**config.mk**
```make
export PLATFORM = sky130hd
export DESIGN_NAME = acc_result_ci_reader
export DESIGN_NICKNAME = d
export VERILOG_FILES = /design/src/rtl/acc_result_ci_reader.sv
export SDC_FILE = /design/constraint.sdc
export NUM_CORES = 1
export LEC_CHECK = 0
export CORE_ASPECT_RATIO = 0.7
export CORE_UTILIZATION = 30
export DETAILED_ROUTE_END_ITERATION = 6
export SKIP_LAST_GASP = 1
export SYNTH_ARGS = -nofsm -noshare
export SYNTH_HDL_FRONTEND = slang
export SYNTH_SLANG_ARGS = --single-unit
```
**constraint.sdc**
```tcl
create_clock -name clk -period 5.86 [get_ports clk]
set_input_delay 0.879 -clock clk [delete_from_list [all_inputs] [get_ports clk]]
set_output_delay 0.879 -clock clk [all_outputs]
set_load 0.02 [all_outputs]
```
**src/rtl/acc_result_ci_reader.sv**
```systemverilog
// rtl/acc_result_ci_reader.sv - CPU-side custom-instruction reader draining the accumulator result FIFO
module acc_result_ci_reader #(
  parameter int DEPTH   = 16,
  parameter int TIMEOUT = 1024
) (
  input  logic        clk,
  input  logic        reset,
  input  logic        clk_en,
  input  logic        start,
  input  logic [1:0]  n,
  input  logic [31:0] dataa,
  output logic        done,
  output logic [31:0] result,
  input  logic        pe_valid,
  input  logic [31:0] pe_data,
  output logic        pe_ready
);

  localparam int AW = $clog2(DEPTH);
  localparam int CW = $clog2(DEPTH + 1);
  localparam int TW = 16;

  localparam logic [1:0] OP_POP    = 2'd0;
  localparam logic [1:0] OP_PEEK   = 2'd1;
  localparam logic [1:0] OP_STATUS = 2'd2;
  localparam logic [1:0] OP_FLUSH  = 2'd3;

  typedef enum logic [1:0] {
    S_IDLE = 2'd0,
    S_WAIT = 2'd1,
    S_RESP = 2'd2
  } state_t;

  state_t          state;
  state_t          state_nxt;
  logic [1:0]      op_q;
  logic [1:0]      op_cur;
  logic [AW-1:0]   rd_ptr;
  logic [AW-1:0]   wr_ptr;
  logic [CW-1:0]   count;
  logic            err;
  logic [TW-1:0]   tcnt;
  logic [31:0]     result_q;
  logic [31:0]     load_val;
  logic [31:0]     mem [DEPTH];

  logic            is_fetch;
  logic            do_load;
  logic            do_wait_enter;
  logic            do_timeout;
  logic            do_pop;
  logic            do_flush;
  logic            do_push;

  // The operand bus is part of the custom-instruction interface but carries nothing here.
  logic            unused_dataa;
  assign unused_dataa = ^dataa;

  // Ready depends only on registered occupancy and the enable, never on pe_valid.
  assign pe_ready = clk_en & (count != CW'(DEPTH));
  assign result   = result_q;

  // Decode what this cycle does: load a response, start waiting, time out, pop, flush, push.
  always_comb begin
    op_cur        = (state == S_IDLE) ? n : op_q;
    is_fetch      = (op_cur == OP_POP) || (op_cur == OP_PEEK);
    do_load       = 1'b0;
    do_wait_enter = 1'b0;
    do_timeout    = 1'b0;
    if (clk_en) begin
      case (state)
        S_IDLE: begin
          if (start) begin
            if (is_fetch && (count == '0)) begin
              do_wait_enter = 1'b1;
            end else begin
              do_load = 1'b1;
            end
          end
        end
        S_WAIT: begin
          if (count != '0) begin
            do_load = 1'b1;
          end else if (tcnt == TW'(TIMEOUT - 1)) begin
            do_timeout = 1'b1;
          end
        end
        default: begin
        end
      endcase
    end
    do_pop   = do_load && (op_cur == OP_POP);
    do_flush = do_load && (op_cur == OP_FLUSH);
    // A word arriving in the same cycle as a flush is dropped with the rest of the queue.
    do_push  = pe_valid && pe_ready && !do_flush;
  end

  // Value captured into the result register when an opcode completes normally.
  always_comb begin
    load_val = 32'h0;
    case (op_cur)
      OP_POP, OP_PEEK: load_val = mem[rd_ptr];
      OP_STATUS:       load_val = {err, 15'b0, 16'(count)};
      default:         load_val = 32'h0;
    endcase
  end

  // FSM state register.
  always_ff @(posedge clk or negedge reset) begin
    if (!reset) begin
      state <= S_IDLE;
    end else begin
      state <= state_nxt;
    end
  end

  // FSM next-state logic; everything holds while clk_en is low.
  always_comb begin
    state_nxt = state;
    if (clk_en) begin
      case (state)
        S_IDLE: begin
          if (do_wait_enter) begin
            state_nxt = S_WAIT;
          end else if (do_load) begin
            state_nxt = S_RESP;
          end
        end
        S_WAIT: begin
          if (do_load || do_timeout) begin
            state_nxt = S_RESP;
          end
        end
        S_RESP:  state_nxt = S_IDLE;
        default: state_nxt = S_IDLE;
      endcase
    end
  end

  // FSM outputs: a single done pulse in RESP, suppressed while the core is frozen.
  always_comb begin
    done = 1'b0;
    if (clk_en && (state == S_RESP)) begin
      done = 1'b1;
    end
  end

  // Storage array; only written, never reset.
  always_ff @(posedge clk) begin
    if (do_push) begin
      mem[wr_ptr] <= pe_data;
    end
  end

  // Pointers, occupancy, error flag, opcode latch, timeout counter and result register.
  always_ff @(posedge clk or negedge reset) begin
    if (!reset) begin
      rd_ptr   <= '0;
      wr_ptr   <= '0;
      count    <= '0;
      err      <= 1'b0;
      op_q     <= OP_POP;
      tcnt     <= '0;
      result_q <= 32'h0;
    end else begin
      if (do_push) begin
        wr_ptr <= wr_ptr + AW'(1);
      end

      if (do_flush) begin
        rd_ptr <= wr_ptr;
      end else if (do_pop) begin
        rd_ptr <= rd_ptr + AW'(1);
      end

      if (do_flush) begin
        count <= '0;
      end else if (do_push && !do_pop) begin
        count <= count + CW'(1);
      end else if (do_pop && !do_push) begin
        count <= count - CW'(1);
      end

      if (do_flush) begin
        err <= 1'b0;
      end else if (do_timeout) begin
        err <= 1'b1;
      end

      if (clk_en && (state == S_IDLE) && start) begin
        op_q <= n;
      end

      if (do_wait_enter) begin
        tcnt <= '0;
      end else if (clk_en && (state == S_WAIT) && !do_load && !do_timeout) begin
        tcnt <= tcnt + TW'(1);
      end

      if (do_load) begin
        result_q <= load_val;
      end else if (do_timeout) begin
        result_q <= 32'h0;
      end
    end
  end

endmodule

```
After elaboration in Yosys (flattened, before gate mapping). Memories as Yosys holds them, arrays and structs flattened. Cells that the tools add are included.

$add $sub $neg: 5. Multiply operators: 0. Div/mod/pow operators: 0. Order comparisons: 0. Equal/unequal tests: 9. Shift-type cells: 0. Muxes and demuxes: 33. Bitwise logic cells: 1. Reduce and logical (&&, ||, !) cells: 31.

Operators with widths (number): 2-to-1 mux 32 bit (2); case mux 32 bit (2 select lines) (1); 2-to-1 mux 16 bit (2); 2-to-1 mux 1 bit (17); adder 16 x 1 -> 16 bit, second input constant (1); equality test 16 x 10 -> 1 bit, second input constant (1); 2-to-1 mux 5 bit (3); logical AND 1 bit (13); adder 4 x 1 -> 4 bit, second input constant (2); 2-to-1 mux 2 bit (4); 2-to-1 mux 4 bit (2); nonzero test 2 bit (4); equality test 2 bit, second input constant (3); adder 5 x 1 -> 5 bit, second input constant (1); zero test 1 bit (5); zero test 5 bit (1); != test 5 bit, second input constant (1); nonzero test 5 bit (1); subtractor 5 x 1 -> 5 bit, second input constant (1); equality test 2 x 1 -> 1 bit, second input constant (2); zero test 2 bit (2); case mux 2 bit (2 select lines) (1); != test 3 bit, second input constant (1); AND reduction 3 bit (1); 6 further kinds (7).

Bits in registers: 66. Bits in latches: 0. RAM bits: 512. ROM bits: 0. Input port bits: 71. Memories kept: 1.

Memory list: mem (words 16, bits a word 32, rd ports 1, clocked after Yosys merged registers in 0, write ports 1, RTL line 45) `logic [31:0] mem [DEPTH];`.

Logic depth before layout (Yosys ltp). Gate-level depths: netlist of run 1.

Depth after elaboration: 17. Mapped depth: 13. Gate-level depth less buffers: 10.

Worst setup path before layout of run 1. Ideal clock, no wire load.

Path kind: input to register. Start: input clk_en. End: memory mem[3][0] (enable). Setup time: 0.461 ns. Arrival time: 4.013 ns. Slack: 1.386 ns. Stages: 6. Path through: and3b_1 > clkbuf_1 > a32o_1 > a21oi_2 > nand2_1 > nor3_1.

Cells in the longest elaborated chain, start to end: 6. Elaborated cells on any way between the ends: 8.

RTL lines: from (decl) (RTL line 8) `input logic clk_en,`; 2-to-1 mux 1 bit (RTL line 70) `if (clk_en) begin`; logical AND 1 bit (RTL line 93) `do_flush = do_load && (op_cur == OP_FLUSH);`; zero test 1 bit (RTL line 95) `do_push = pe_valid && pe_ready && !do_flush;`; logical AND 1 bit (*) (RTL line 95); 2-to-1 mux 1 bit (*) (RTL line 150) `if (do_push) begin`; 2-to-1 mux 1 bit (not written as such) (*) (RTL line 151) `mem[wr_ptr] <= pe_data;`; to (decl) (RTL line 45).

Every way passes the cells marked *; elsewhere a longest branch is shown, timed or not.

Worst setup path in the final report of run 1.
Start: input clk_en. End: register count[4].

Cells in the longest elaborated chain, start to end: 7. Elaborated cells on any way between the ends: 14.

RTL lines: 2-to-1 mux 1 bit (RTL line 70); logical AND 1 bit (RTL line 93); zero test 1 bit (RTL line 95); logical AND 1 bit (RTL line 95); logical AND 1 bit / zero test 1 bit (equally long branches) (RTL line 178, 180); 2-to-1 mux 5 bit / logical AND 1 bit (equally long branches) (RTL line 178, 180); 2-to-1 mux 5 bit / nonzero test 3 bit (equally long branches); to (signal assigned) (RTL line 179) `count <= count + CW'(1);`; to (signal assigned) (RTL line 181) `count <= count - CW'(1);`; to (decl) (RTL line 40) `logic [CW-1:0] count;`.

Parallel ways exist; a longest one is shown, timed or not. A chain may end at the register's enable or synchronous reset.

==> results of run 1 <==
[synthesized netlist by cell type, types with 8 or more instances]
cell,n
or4_1,8
buf_2,24
o31ai_1,8
xnor2_1,9
nand3_1,12
edfxtp_1,512
mux2i_1,65
a21oi_1,28
nor2_1,15
clkbuf_1,24
o2bb2ai_1,16
a21o_1,15
ha_1,10
dfrtp_1,66
nand2_1,24
o21ai_0,18
and3_1,16
a22oi_1,13
a221oi_1,26
nor2b_1,9
inv_1,27
mux4_2,121
buf_1,8
[metal layers]
| layer | vias up | global-route usage | part of all wire |
|---|---|---|---|
| li1 | 4960 | - | - |
| met1 | 6075 | 0.196 | 0.47 |
| met2 | 350 | 0.203 | 0.45 |
| met3 | 63 | 0.0269 | 0.061 |
| met4 | 2 | 0.0270 | 0.014 |
| met5 | - | 0 | 0.00017 |
[sequential cells by signal (all words and copies together) (netlist names)]
signal	cells
err	1
wr_ptr	4
mem	512
result	32
state	2
op_q	2
tcnt	16
count	5
rd_ptr	4
[power breakdown]
part           switching [W]  total (W)  internal [W]
sequential          0.000374    0.00520       0.00483
clock                0.00152    0.00360       0.00208
combinational        0.00149    0.00295       0.00146
total                0.00339     0.0118       0.00837
[metrics by stage]
stage	std cells	power [W]	instance area, µm²
3_5_place_dp	2174	0.00829	24800
6_report	2275	0.0118	26600
4_1_cts	2274	0.0119	26600
2_1_floorplan	1146	0.00728	22800
5_1_grt	2274	0.0123	26600
3_3_place_gp	2174	0.00823	24800
[worst paths after layout]
path                               to  slack (ns)
setup / recovery             count[4]        1.93
hold / removal               state[0]        0.13
setup reg to reg             count[4]        2.23
hold reg to reg            result[15]        0.48
max in group asynchronous   rd_ptr[0]        4.51
min in group clk           result[15]        0.48
[worst max-delay path: stages]
cell and delay (ns):
clkdlybuf4s50_1 0.59, nor4bb_1 0.91, a32o_1 0.34, a21oi_2 0.26, nand2b_1 0.28, ha_1 0.31
a21oi_1 0.16, nand2_1 0.11, a2111oi_0 0.39, mux2i_1 0.13, nand3b_1 0.10
[cell type report]
class,count,area [µm²],share of cell area
sequential,578,17000,0.640
multi-input combinational,478,5460,0.205
clock buffer,66,1420,0.0533
tap,989,1240,0.0465
timing repair buffer,101,948,0.0357
clock inverter,34,398,0.0150
inverter,28,105,0.00395
antenna,1,2.50,0.0000941
[logic make-up after synthesis]
kind of cell,count (synthesis),synth area share
and+or+nand+nor,120,0.0305
adders and majority gates,11,0.00636
DFF,578,0.746
AOI/OAI and AO/OA,148,0.0471
buffers and inverters,90,0.0173
muxes,190,0.150
xor gates and xnor gates,9,0.00345
==> reports/qor.csv, run 1 <==
metric,value,unit
core area,0.0753,mm²
syn avg cell area,19.9,µm²
Setup Skew,0.0172,ns
Die Width,332,µm
largest net degree at the start of global routing,76,
drt drc,0,
Port-buffer cells,72,
worst hold margin,0.135,ns
wire per inst,22.7,µm
post-layout min period,3.93,ns
synth top area cells,"edfxtp_1, mux4_2, dfrtp_1",
most frequent cells in the layout,"edfxtp_1, mux4_2, clkdlybuf4s50_1, mux2i_1, dfrtp_1",
Crit. Startpoint,clk_en,
vias in the first global route,11500,
CTS Buf Count,53,
"commonest non-fill, non-tap cell in the layout",edfxtp_1,
reg2reg start,count[0],
Pre-antenna DRT Iters,6,
Async SR Flop Fraction,0.114,
Final Setup Violations,0,
final core utilization,0.353,
later-pin clock latency in the skew report,0.60,ns
critical path type,primary input to flop,
number of max-cap violations,0,
io pins,105,
Clock Path Buffers,3,
clock sink count,578,
DP Worst Slack,1.45,ns
synthesis-stage register bit count,578,
Synth Net Count,1228,
leakage,8.92,nW
worst hold path class,primary input to async pin,
PwrDens,442,mW/mm²
Clock Tree Root,clkbuf_16,
Area growth syn-to-layout,16.5,%
fillers,6986,
Worst-path clk slew,0.06,ns
Post-Syn Instances,1146,
Post-CTS Hold Buffers,0,
drt total wl,51.7,mm
first-pass GRT wire length,76.5,mm
Yosys top cell area share,0.673,
gr usage total,0.133,
HPWL after detailed placement,28.9,mm
Max Freq,255,MHz
ANT nets after route,0,
vias per inst,5.03,
Critical Path End Type,flop,
Syn. warnings,0,
setup ws final,1.93,ns
Max Slew Vio Count,0,
Starting Density,0.303,
crit share post-route,0.670,
worst slew pin tran,1.19,ns
outcome,completed,
TNS Setup,0,ns
final hold vios,0,
TritonCTS clock tree,yes,
# resized after CTS,0,
CP Data Required Time,6.39,ns
top cell type by total area after synthesis,edfxtp_1,
Die ar.,0.0772,mm²
Arrival @ worst endpoint,4.45,ns
gpl congestion,0.780,
top_reg_cell synth,edfxtp_1,
Slew HR,0.204,
initial antenna violation count,4,
worst-path maximum fanout,24,
initial detailed-routing violation count,1130,
register area share after synthesis,0.746,
fin nets,1322,
reg2reg path depth,10,
total gr overflow,0,
Post-synth EDFFs,512,
# H-tree levels,2,
startpoint types,primary input,
Die Ht,233,µm
layout cells sized above 1,0.208,
"Distinct cells, synth",60,
Max VDD drop,0.253,mV
RSZ-0062 raised after global routing,no,
cell area after synthesis,0.0228,mm²
postcts setup bufs,0,
via count,11500,
# rows,84,
Note: power is estimated with default switching activity, not from simulation.
==> inputs of run 2 (changes only) <==
==> constraint.sdc (replaced) <==
create_clock -name clk -period 3.45 [get_ports clk]
set_input_delay 0.5175 -clock clk [delete_from_list [all_inputs] [get_ports clk]]
set_output_delay 0.5175 -clock clk [all_outputs]
set_load 0.02 [all_outputs]
==> run 2 against run 1 <==
Compared with the run above: core utilization is 0.77 points higher; critical endpoint unchanged; register-to-register slack worse by 1.9 ns; clock power is 75% higher.
==> reports/qor.csv, run 2 (same netlist as run 1, synthesis figures left out) <==
metric,value,unit
vias per inst,4.97,
Setup Skew,0.0466,ns
Port-buffer cells,72,
TNS Setup,0,ns
Clock Path Buffers,3,
via count,11500,
# rows,84,
worst hold path class,primary input to async pin,
Starting Density,0.303,
number of max-cap violations,0,
layout cells sized above 1,0.230,
critical path type,flop to flop,
CTS Buf Count,55,
initial antenna violation count,3,
gpl congestion,0.782,
largest net degree at the start of global routing,63,
postcts setup bufs,0,
Max Slew Vio Count,0,
most frequent cells in the layout,"edfxtp_1, mux4_2, clkdlybuf4s50_1, mux2i_1, dfrtp_1",
Die Width,332,µm
Clock Tree Root,clkbuf_16,
final hold vios,0,
leakage,9.19,nW
vias in the first global route,11700,
Arrival @ worst endpoint,3.64,ns
"commonest non-fill, non-tap cell in the layout",edfxtp_1,
Worst-path clk slew,0.06,ns
placed insts,2207,
wire per inst,22.6,µm
CP Data Required Time,4.00,ns
worst-path maximum fanout,6,
post-layout min period,3.08,ns
HPWL after detailed placement,30.7,mm
# resized after CTS,0,
first-pass GRT wire length,77.9,mm
total gr overflow,0,
worst slew pin tran,0.872,ns
initial detailed-routing violation count,942,
drt total wl,52.2,mm
Layout Cells excl Fill,2310,
cell at the slowest stage of the critical path,or4_1,
Pre-antenna DRT Iters,5,
Die Ht,233,µm
Max VDD drop,0.471,mV
RSZ-0062 raised after global routing,no,
PwrDens,749,mW/mm²
crit share post-route,0.894,
Area growth syn-to-layout,19.0,%
io pins,105,
worst path buffer plus inverter count,1,
gr usage total,0.135,
max FFs per register,512,
Die ar.,0.0772,mm²
clock sink count,578,
largest reg by FF count,mem,
drt drc,0,
CP peak stage delay,0.63,ns
fillers,6892,
ANT nets after route,0,
# H-tree levels,2,
crit path cell chain,or4_1 > o2111ai_1 > o211ai_1 > nand2b_1 > buf_4 > fa_1 > nand3_1 > nand2_1 > a2111oi_0 > mux2i_1 > nand3b_1,
Critical Path End Type,flop,
outcome,completed,
Slew HR,0.419,
later-pin clock latency in the skew report,0.63,ns
startpoint types,flop,
fin nets,1357,
Crit path max-delay family,simple AND/OR/NAND/NOR gates,
Post-CTS Hold Buffers,0,
Antenna Cells,0,
TritonCTS clock tree,yes,
core area,0.0753,mm²
Max Freq,324,MHz
Final Setup Violations,0,
-- run 2: changes by cell type in the layout (fill, tap and decap cells not counted), sizes merged --
cell / previous run / this run
buf: 30 / 63
clkinvlp: 1 / 4
clkinv: 23 / 21
inv: 30 / 32
bufinv: 8 / 9
clkbuf: 66 / 65
diode: 1 / 0
-- run 2: power breakdown --
group / switching, W / internal, W / total [W] / leakage [nW]
clock: 0.00266 / 0.00365 / 0.00631 / 0.915
sequential: 0.000575 / 0.00820 / 0.00877 / 5.46
combinational: 0.00261 / 0.00267 / 0.00528 / 2.81
-- run 2: final timing paths --
path                            start    endpoint  slack, ns  cells past startpoint
min in group clk           result[28]  result[28]       0.48                      1
max in group asynchronous       reset  result[17]       2.72                      2
setup / recovery             count[1]    count[4]       0.37                     11
hold / removal                  reset   result[2]       0.01                      1
setup reg to reg             count[1]    count[4]       0.37                     11
hold reg to reg            result[28]  result[28]       0.48                      1
-- run 2: cell type report --
class	count	area, µm²	area share
sequential	578	17000	0.627
multi-input combinational	478	5460	0.201
clock inverter	38	492	0.0181
tap	989	1240	0.0455
clock buffer	65	1410	0.0520
inverter	28	105	0.00387
timing repair buffer	134	1430	0.0528
-- run 2: stage by stage --
stage / utilization / power (W) / setup WS [ns] / instance area, µm² / hold slack (ns)
4_1_cts: 0.361 / 0.0206 / 0.349 / 27200 / 0.0207
3_3_place_gp: 0.336 / 0.0142 / 0.197 / 25300 / 0.466
3_5_place_dp: 0.336 / 0.0143 / 0.218 / 25300 / 0.467
5_1_grt: 0.361 / 0.0212 / 0.224 / 27200 / 0.0533
6_report: 0.361 / 0.0204 / 0.366 / 27200 / 0.0123
2_1_floorplan: - / 0.0124 / 0.314 / 22800 / 0.222
-- run 2: routing by layer --
metal | vias to the layer above | part of all wire | track usage
li1 | 5022 | - | -
met1 | 6140 | 0.47 | 0.192
met2 | 243 | 0.46 | 0.212
met3 | 62 | 0.050 | 0.0272
met4 | 6 | 0.018 | 0.0344
met5 | - | 0.00079 | 0
